==> config.mk <==
export PLATFORM = sky130hd
export DESIGN_NAME = lcd_page_arb
export DESIGN_NICKNAME = d
export VERILOG_FILES = /design/src/rtl/lcd_pkg.sv /design/src/rtl/lcd_bus_wr.sv /design/src/rtl/lcd_page_arb.sv
export SDC_FILE = /design/constraint.sdc
export NUM_CORES = 1
export LEC_CHECK = 0
export BUFFER_PORTS_ARGS = -buffer_cell sky130_fd_sc_hd__buf_2
export CAP_MARGIN = 20
export CORE_MARGIN = 10
export CORE_UTILIZATION = 40
export CTS_CLUSTER_DIAMETER = 100
export DETAILED_ROUTE_END_ITERATION = 7
export MAX_ROUTING_LAYER = met4
export PLACE_DENSITY = 0.59
export SLEW_MARGIN = 20
export SYNTH_ARGS = -nofsm -noshare
export SYNTH_HDL_FRONTEND = slang
export SYNTH_SLANG_ARGS = --single-unit
export TNS_END_PERCENT = 50
==> constraint.sdc <==
create_clock -name clk -period 2.35 [get_ports clk]
set_clock_uncertainty 0.05 [all_clocks]
set_input_delay 0.47 -clock clk [delete_from_list [all_inputs] [get_ports clk]]
set_output_delay 0.47 -clock clk [all_outputs]
set_load 0.005 [all_outputs]
==> src/rtl/lcd_pkg.sv <==
// Shared types and constants for the KS0108 page arbiter.
// Holds the arbiter state enum, the LCD command encodings, the chip-select
// codes and two small helpers that build the set-page command and the chip select.
package lcd_pkg;

  typedef enum logic [2:0] {
    StInit,
    StIdle,
    StCmdX,
    StCmdY,
    StData,
    StDone
  } state_e;

  localparam logic [7:0] CMD_DISP_ON    = 8'h3F;
  localparam logic [7:0] CMD_START_LINE = 8'hC0;
  localparam logic [7:0] CMD_SET_Y0     = 8'h40;
  localparam logic [4:0] CMD_SET_X_BASE = 5'b10111;

  localparam logic [1:0] CS_LEFT  = 2'b01;
  localparam logic [1:0] CS_RIGHT = 2'b10;
  localparam logic [1:0] CS_BOTH  = 2'b11;

  function automatic logic [7:0] cmd_set_x(input logic [2:0] page);
    return {CMD_SET_X_BASE, page};
  endfunction

  function automatic logic [1:0] chip_cs(input logic chip);
    return chip ? CS_RIGHT : CS_LEFT;
  endfunction

endpackage

==> src/rtl/lcd_bus_wr.sv <==
// Single KS0108 bus write engine.
// A start while idle latches di/data/cs, then holds LCD_en high for EN_HALF
// cycles and low for EN_HALF cycles; the panel latches on the falling edge.
// Ports:
//   clk, rst_n          clock, asynchronous active-low reset
//   start, di, data, cs write request and its bus values
//   lcd_en/di/data/cs   registered LCD pins
//   idle                a new start is accepted this cycle
//   done_strobe         last cycle of the low phase of the current write
module lcd_bus_wr #(
  parameter int unsigned EN_HALF = 1
) (
  input  logic       clk,
  input  logic       rst_n,
  input  logic       start,
  input  logic       di,
  input  logic [7:0] data,
  input  logic [1:0] cs,
  output logic       lcd_en,
  output logic       lcd_di,
  output logic [7:0] lcd_data,
  output logic [1:0] lcd_cs,
  output logic       idle,
  output logic       done_strobe
);

  typedef enum logic [1:0] {PhIdle, PhHigh, PhLow} phase_e;

  localparam logic [7:0] CntMax = 8'(EN_HALF - 1);

  phase_e     phase_q, phase_d;
  logic [7:0] cnt_q, cnt_d;
  logic       en_q, en_d;
  logic       di_q, di_d;
  logic [7:0] data_q, data_d;
  logic [1:0] cs_q, cs_d;
  logic       last_tick;

  always_comb begin
    phase_d = phase_q;
    cnt_d   = cnt_q;
    en_d    = en_q;
    di_d    = di_q;
    data_d  = data_q;
    cs_d    = cs_q;

    last_tick   = (cnt_q == CntMax);
    done_strobe = (phase_q == PhLow) && last_tick;
    // The final low cycle already counts as free so writes run back to back.
    idle        = (phase_q == PhIdle) || done_strobe;

    case (phase_q)
      PhHigh: begin
        if (last_tick) begin
          phase_d = PhLow;
          cnt_d   = 8'd0;
          en_d    = 1'b0;
        end else begin
          cnt_d = cnt_q + 8'd1;
        end
      end
      PhLow: begin
        if (last_tick) begin
          phase_d = PhIdle;
          cs_d    = 2'b00;
        end else begin
          cnt_d = cnt_q + 8'd1;
        end
      end
      default: ;
    endcase

    if (start && idle) begin
      phase_d = PhHigh;
      cnt_d   = 8'd0;
      en_d    = 1'b1;
      di_d    = di;
      data_d  = data;
      cs_d    = cs;
    end
  end

  always_ff @(posedge clk or negedge rst_n) begin
    if (!rst_n) begin
      phase_q <= PhIdle;
      cnt_q   <= 8'd0;
      en_q    <= 1'b0;
      di_q    <= 1'b0;
      data_q  <= 8'h00;
      cs_q    <= 2'b00;
    end else begin
      phase_q <= phase_d;
      cnt_q   <= cnt_d;
      en_q    <= en_d;
      di_q    <= di_d;
      data_q  <= data_d;
      cs_q    <= cs_d;
    end
  end

  assign lcd_en   = en_q;
  assign lcd_di   = di_q;
  assign lcd_data = data_q;
  assign lcd_cs   = cs_q;

endmodule

==> src/rtl/lcd_page_arb.sv <==
// Round-robin arbiter sharing one KS0108 128x64 LCD between two page writers.
// A granted requester gets set-page and set-column commands issued for it,
// then streams COLS bytes over valid/ready; done pulses after the last write.
// Optional macro LCD_INIT_EN: after reset, write display-on, start-line-0 and
// column-0 to both chips before serving requests.
// Ports:
//   clk, rst_n                          clock, asynchronous active-low reset
//   req_n, page_n, chip_n               page write request and target
//   src_data_n, src_valid_n, src_ready_n byte stream handshake
//   gnt_n, done_n                       one-cycle grant / completion pulses
//   busy                                high outside IDLE
//   LCD_*                               panel pins
module lcd_page_arb
  import lcd_pkg::*;
#(
  parameter int unsigned EN_HALF = 1,
  parameter int unsigned COLS    = 64
) (
  input  logic       clk,
  input  logic       rst_n,
  input  logic       req_0,
  input  logic       req_1,
  input  logic [2:0] page_0,
  input  logic [2:0] page_1,
  input  logic       chip_0,
  input  logic       chip_1,
  input  logic [7:0] src_data_0,
  input  logic [7:0] src_data_1,
  input  logic       src_valid_0,
  input  logic       src_valid_1,
  output logic       src_ready_0,
  output logic       src_ready_1,
  output logic       gnt_0,
  output logic       gnt_1,
  output logic       done_0,
  output logic       done_1,
  output logic       busy,
  output logic       LCD_di,
  output logic       LCD_rw,
  output logic       LCD_en,
  output logic       LCD_rst,
  output logic [1:0] LCD_cs,
  output logic [7:0] LCD_data
);

  localparam logic [5:0] LastCol = 6'(COLS - 1);
`ifdef LCD_INIT_EN
  localparam state_e ResetState = StInit;
`else
  localparam state_e ResetState = StIdle;
`endif

  state_e     state_q, state_d;
  logic       id_q, id_d;
  logic       last_grant_q, last_grant_d;
  logic [1:0] cs_q, cs_d;
  logic [5:0] cnt_q, cnt_d;
  logic       last_q, last_d;
  logic       gnt0_q, gnt0_d, gnt1_q, gnt1_d;
`ifdef LCD_INIT_EN
  logic [1:0] init_idx_q, init_idx_d;
`endif

  logic       wr_start, wr_di, bus_idle, bus_done;
  logic [7:0] wr_data;
  logic [1:0] wr_cs;
  logic       ready_sel, sel_valid, grant_id;
  logic [7:0] sel_data;

  always_comb begin
    state_d      = state_q;
    id_d         = id_q;
    last_grant_d = last_grant_q;
    cs_d         = cs_q;
    cnt_d        = cnt_q;
    last_d       = last_q;
    gnt0_d       = 1'b0;
    gnt1_d       = 1'b0;
`ifdef LCD_INIT_EN
    init_idx_d   = init_idx_q;
`endif
    wr_start     = 1'b0;
    wr_di        = 1'b0;
    wr_data      = 8'h00;
    wr_cs        = cs_q;
    ready_sel    = 1'b0;
    done_0       = 1'b0;
    done_1       = 1'b0;

    sel_valid = id_q ? src_valid_1 : src_valid_0;
    sel_data  = id_q ? src_data_1 : src_data_0;
    // On a tie the requester that did not win last time goes next.
    grant_id  = (req_0 && req_1) ? ~last_grant_q : req_1;

    case (state_q)
      StInit: begin
`ifdef LCD_INIT_EN
        if (bus_idle) begin
          if (init_idx_q == 2'd3) begin
            state_d = StIdle;
          end else begin
            wr_start   = 1'b1;
            wr_cs      = CS_BOTH;
            wr_data    = (init_idx_q == 2'd0) ? CMD_DISP_ON :
                         (init_idx_q == 2'd1) ? CMD_START_LINE : CMD_SET_Y0;
            init_idx_d = init_idx_q + 2'd1;
          end
        end
`else
        state_d = StIdle;
`endif
      end
      StIdle: begin
        // The set-page write starts straight from the grant so no bus cycle is lost.
        if ((req_0 || req_1) && bus_idle) begin
          id_d         = grant_id;
          last_grant_d = grant_id;
          gnt0_d       = ~grant_id;
          gnt1_d       = grant_id;
          cs_d         = chip_cs(grant_id ? chip_1 : chip_0);
          wr_start     = 1'b1;
          wr_cs        = cs_d;
          wr_data      = cmd_set_x(grant_id ? page_1 : page_0);
          state_d      = StCmdX;
        end
      end
      StCmdX: begin
        if (bus_idle) begin
          wr_start = 1'b1;
          wr_data  = CMD_SET_Y0;
          state_d  = StCmdY;
        end
      end
      StCmdY: state_d = StData;
      StData: begin
        ready_sel = bus_idle && !last_q;
        if (ready_sel && sel_valid) begin
          wr_start = 1'b1;
          wr_di    = 1'b1;
          wr_data  = sel_data;
          // Hold at the last column; the count only wraps when leaving DONE.
          if (cnt_q == LastCol) last_d = 1'b1;
          else                  cnt_d  = cnt_q + 6'd1;
        end
        if (last_q && bus_done) state_d = StDone;
      end
      StDone: begin
        done_0  = ~id_q;
        done_1  = id_q;
        cnt_d   = 6'd0;
        last_d  = 1'b0;
        state_d = StIdle;
      end
      default: state_d = StIdle;
    endcase
  end

  always_ff @(posedge clk or negedge rst_n) begin
    if (!rst_n) begin
      state_q      <= ResetState;
      id_q         <= 1'b0;
      last_grant_q <= 1'b1;
      cs_q         <= 2'b00;
      cnt_q        <= 6'd0;
      last_q       <= 1'b0;
      gnt0_q       <= 1'b0;
      gnt1_q       <= 1'b0;
`ifdef LCD_INIT_EN
      init_idx_q   <= 2'd0;
`endif
    end else begin
      state_q      <= state_d;
      id_q         <= id_d;
      last_grant_q <= last_grant_d;
      cs_q         <= cs_d;
      cnt_q        <= cnt_d;
      last_q       <= last_d;
      gnt0_q       <= gnt0_d;
      gnt1_q       <= gnt1_d;
`ifdef LCD_INIT_EN
      init_idx_q   <= init_idx_d;
`endif
    end
  end

  lcd_bus_wr #(
    .EN_HALF(EN_HALF)
  ) u_bus_wr (
    .clk        (clk),
    .rst_n      (rst_n),
    .start      (wr_start),
    .di         (wr_di),
    .data       (wr_data),
    .cs         (wr_cs),
    .lcd_en     (LCD_en),
    .lcd_di     (LCD_di),
    .lcd_data   (LCD_data),
    .lcd_cs     (LCD_cs),
    .idle       (bus_idle),
    .done_strobe(bus_done)
  );

  assign src_ready_0 = ready_sel && !id_q;
  assign src_ready_1 = ready_sel && id_q;
  assign gnt_0       = gnt0_q;
  assign gnt_1       = gnt1_q;
  assign busy        = (state_q != StIdle);
  assign LCD_rw      = 1'b0;
  assign LCD_rst     = rst_n;

endmodule

==> run metrics <==
# clock sinks=38; DR DRC count=0; crit-path max FO=3; clk slew on worst S/H paths=0.08 ns; Tot GR Track Use=approximately an eighth; DIE AREA=0.00860 mm²; minimum clock period=~2.2 ns; utilization after layout=52.1%; final slew viol count=0; Syn Area/Cell=just under 10 µm²; vias in the first global route=1899; Post-Place Worst Slack=0.130 ns; crit-path cells=inv_1 > ha_1 > nor3b_4 > a21oi_2 > nor2_2 > nor4b_4 > buf_2; Die H=92.8 µm; Slowest Stage Delay on Critical Path=0.40 ns; gr ovfl total=0; core area=0.00511 mm²; Gate Count Post-Synth=218; drt pass-1 iters=4; final worst-path setup slack=~0.12 ns; worst hold slack=0.181 ns; num rows=26; DR vias/cell=5.20; Tcrit/Tclk final=94.8%; Worst Hold Class=input pin to async pin; routed len/inst=between 15 and 20 µm; initial drt markers=57; CTS Hold Bufs=0; Layout area overhead=25.8%; layout cells sized above 1=roughly a third; HPWL Detailed=3990 µm; RD Place Congestion=0.785; Critical Path Stages=7; DP Cell Count=342; RSZ-0062 raised after global routing=yes; setup tns final=0 ns; Skew-Pair Late Insertion Delay=0.29 ns; Final Net Count=315; post-layout instance area=0.00266 mm²; first-pass GRT wire length=9090 µm; Bufs and invs on worst path=2; io pins=51; CTS Root Cell=clkbuf_8; CTS Buffer Depth=2; Routed Antenna Nets=0; ANT cells=0; CP delay by family, top=simple AND/OR/NAND/NOR gates; Net Count, Synth=between 200 and 300; CTS tree=yes; Synth Register Bits=38; startpoint class of the critical path=flop; Total Routed Length=5320 µm; f_max=449 MHz; # fillers=~500; # Max-Cap Violations=0; Fin. Hold Viols=0; Starting Density=approximately two fifths; Netlist cell types=51; Max VDD drop=0.323 mV; P per Cell Area=between 400 and 500 mW/mm²; synthesized area=about 0.0021 mm²; antenna violations before repair=0; chip width=92.8 µm; most frequent cells in the layout=49 x buf_2, 36 x dfrtp_1, 23 x nand2_1; largest net degree at the start of global routing=39; via count=1837; CP arrival=1.71 ns; Pleak=1.36 nW; number of H-tree levels=2; # port buffers=slightly below 50; YS warnings=0; Seq/Total Area, Yosys=45.0%; slowest CP cell=dfrtp_1; Final Non-Filler Cells=353; crit end category=output pin; CTS buffer count=5; critical setup path kind=flop to output pin; Power Total=1.27 mW; R2R depth=7; outcome=completed; commonest non-fill, non-tap cell in the layout=buf_2; # setup viols final=0; placement-stage cell area=0.00250 mm²; Worst EP required=approximately 1.8 ns
[cells in the mapped netlist, drive strengths merged]
| master | instances | area share (%) |
|---|---|---|
| xnor2 | 1 | 0.41 |
| and2b | 1 | 0.35 |
| nor3 | 5 | 1.2 |
| and3 | 4 | 1.2 |
| nand2b | 3 | 0.89 |
| conb | 1 | 0.18 |
| o32ai | 1 | 0.41 |
| a21oi | 9 | 2.3 |
| clkbuf | 4 | 0.71 |
| o31ai | 1 | 0.35 |
| buf | 5 | 1.8 |
| dfrtp | 36 | 43 |
| xor2 | 5 | 2.1 |
| a21boi | 2 | 0.71 |
| nand3 | 7 | 1.7 |
| a31o | 1 | 0.41 |
| and2 | 3 | 0.89 |
| or3b | 3 | 1.4 |
| nor2 | 23 | 4.1 |
| o31a | 1 | 0.41 |
| a22oi | 2 | 0.71 |
| a21o | 6 | 2.1 |
| inv | 6 | 1.1 |
| nor4 | 3 | 2.3 |
| nand2 | 23 | 4.1 |
| or3 | 1 | 0.30 |
| mux2i | 10 | 4.7 |
| nor4b | 1 | 0.41 |
| o22ai | 3 | 0.89 |
| o311ai | 1 | 0.41 |
| nor3b | 3 | 1.1 |
| dfstp | 2 | 2.5 |
| and4 | 1 | 0.41 |
| or4 | 1 | 0.53 |
| a41o | 1 | 0.47 |
| o21ai | 11 | 2.6 |
| nor2b | 3 | 0.89 |
| o211ai | 4 | 1.4 |
| o21a | 3 | 1.1 |
| o21ba | 1 | 0.47 |
| mux2 | 5 | 2.7 |
| nand4 | 3 | 0.89 |
| a221o | 5 | 2.4 |
| ha | 3 | 1.8 |
[per-layer routing]
layer | GRT usage, % | vias up | routed length (µm)
li1 | - | 912 | -
met2 | 21.6 | 37 | 2550
met1 | 16.1 | 883 | 2560
met3 | 2.58 | 5 | 147
met5 | - | - | 0
met4 | 4.24 | 0 | 63
[report_power, final]
group          internal, mW  switching, mW  leakage [nW]  total [mW]
Clock                 0.313          0.245        0.0579       0.558
Combinational        0.0280         0.0273         0.829      0.0553
Sequential            0.653              0         0.472       0.653
Total                 0.994          0.272          1.36        1.27
[what timing repair did]
| action | 4_1_cts | 5_1_grt |
|---|---|---|
| setup buffers | 1 | 2 |
| endpoints found under the setup margin | 2 | 1 |
| resized for setup | 2 | 3 |
| pin swaps | 0 | 1 |
| cloned | 0 | 0 |
[final timing paths]
path                                         to  slack (ns)         startpoint
max in group asynchronous            state_q[0]        1.71              rst_n
min in group clk                   last_grant_q        0.42       last_grant_q
hold reg to reg                    last_grant_q        0.42       last_grant_q
hold / removal             u_bus_wr.lcd_data[3]        0.18              rst_n
setup / recovery                    src_ready_0        0.12  u_bus_wr.cnt_q[1]
setup reg to reg           u_bus_wr.lcd_data[6]        0.32  u_bus_wr.cnt_q[1]
[kinds of logic (layout without fill, tap and decap cells)]
family          after synthesis  in the layout  synth area share [%]
mux                          15             15                  7.39
other cells                   1              1                 0.177
xor+xnor                      6              6                  2.48
buf+inv                      15             80                  3.55
simple gates                 88             88                  22.5
compound gates               52             52                  17.1
flops                        38             38                  45.0
fa+ha+maj                     3              3                  1.77
[flip-flops by register name, indices dropped and copies added, names as in the netlist]
signal,count
u_bus_wr.cnt_q,8
u_bus_wr.lcd_di,1
id_q,1
gnt_0,1
last_q,1
u_bus_wr.lcd_data,8
u_bus_wr.lcd_en,1
state_q,3
cnt_q,6
cs_q,2
gnt_1,1
last_grant_q,1
u_bus_wr.phase_q,2
u_bus_wr.lcd_cs,2
[cell type report]
cell class,instances,area [µm²],share of cell area [%]
inverter,6,22.5,0.846
clock buffer,5,68.8,2.58
timing repair buffer,66,373,14.0
sequential,38,953,35.8
multi-input combinational,165,1120,42.0
tap,70,87.6,3.29
clock inverter,3,40.0,1.50
Note: power is estimated with default switching activity, not from simulation.
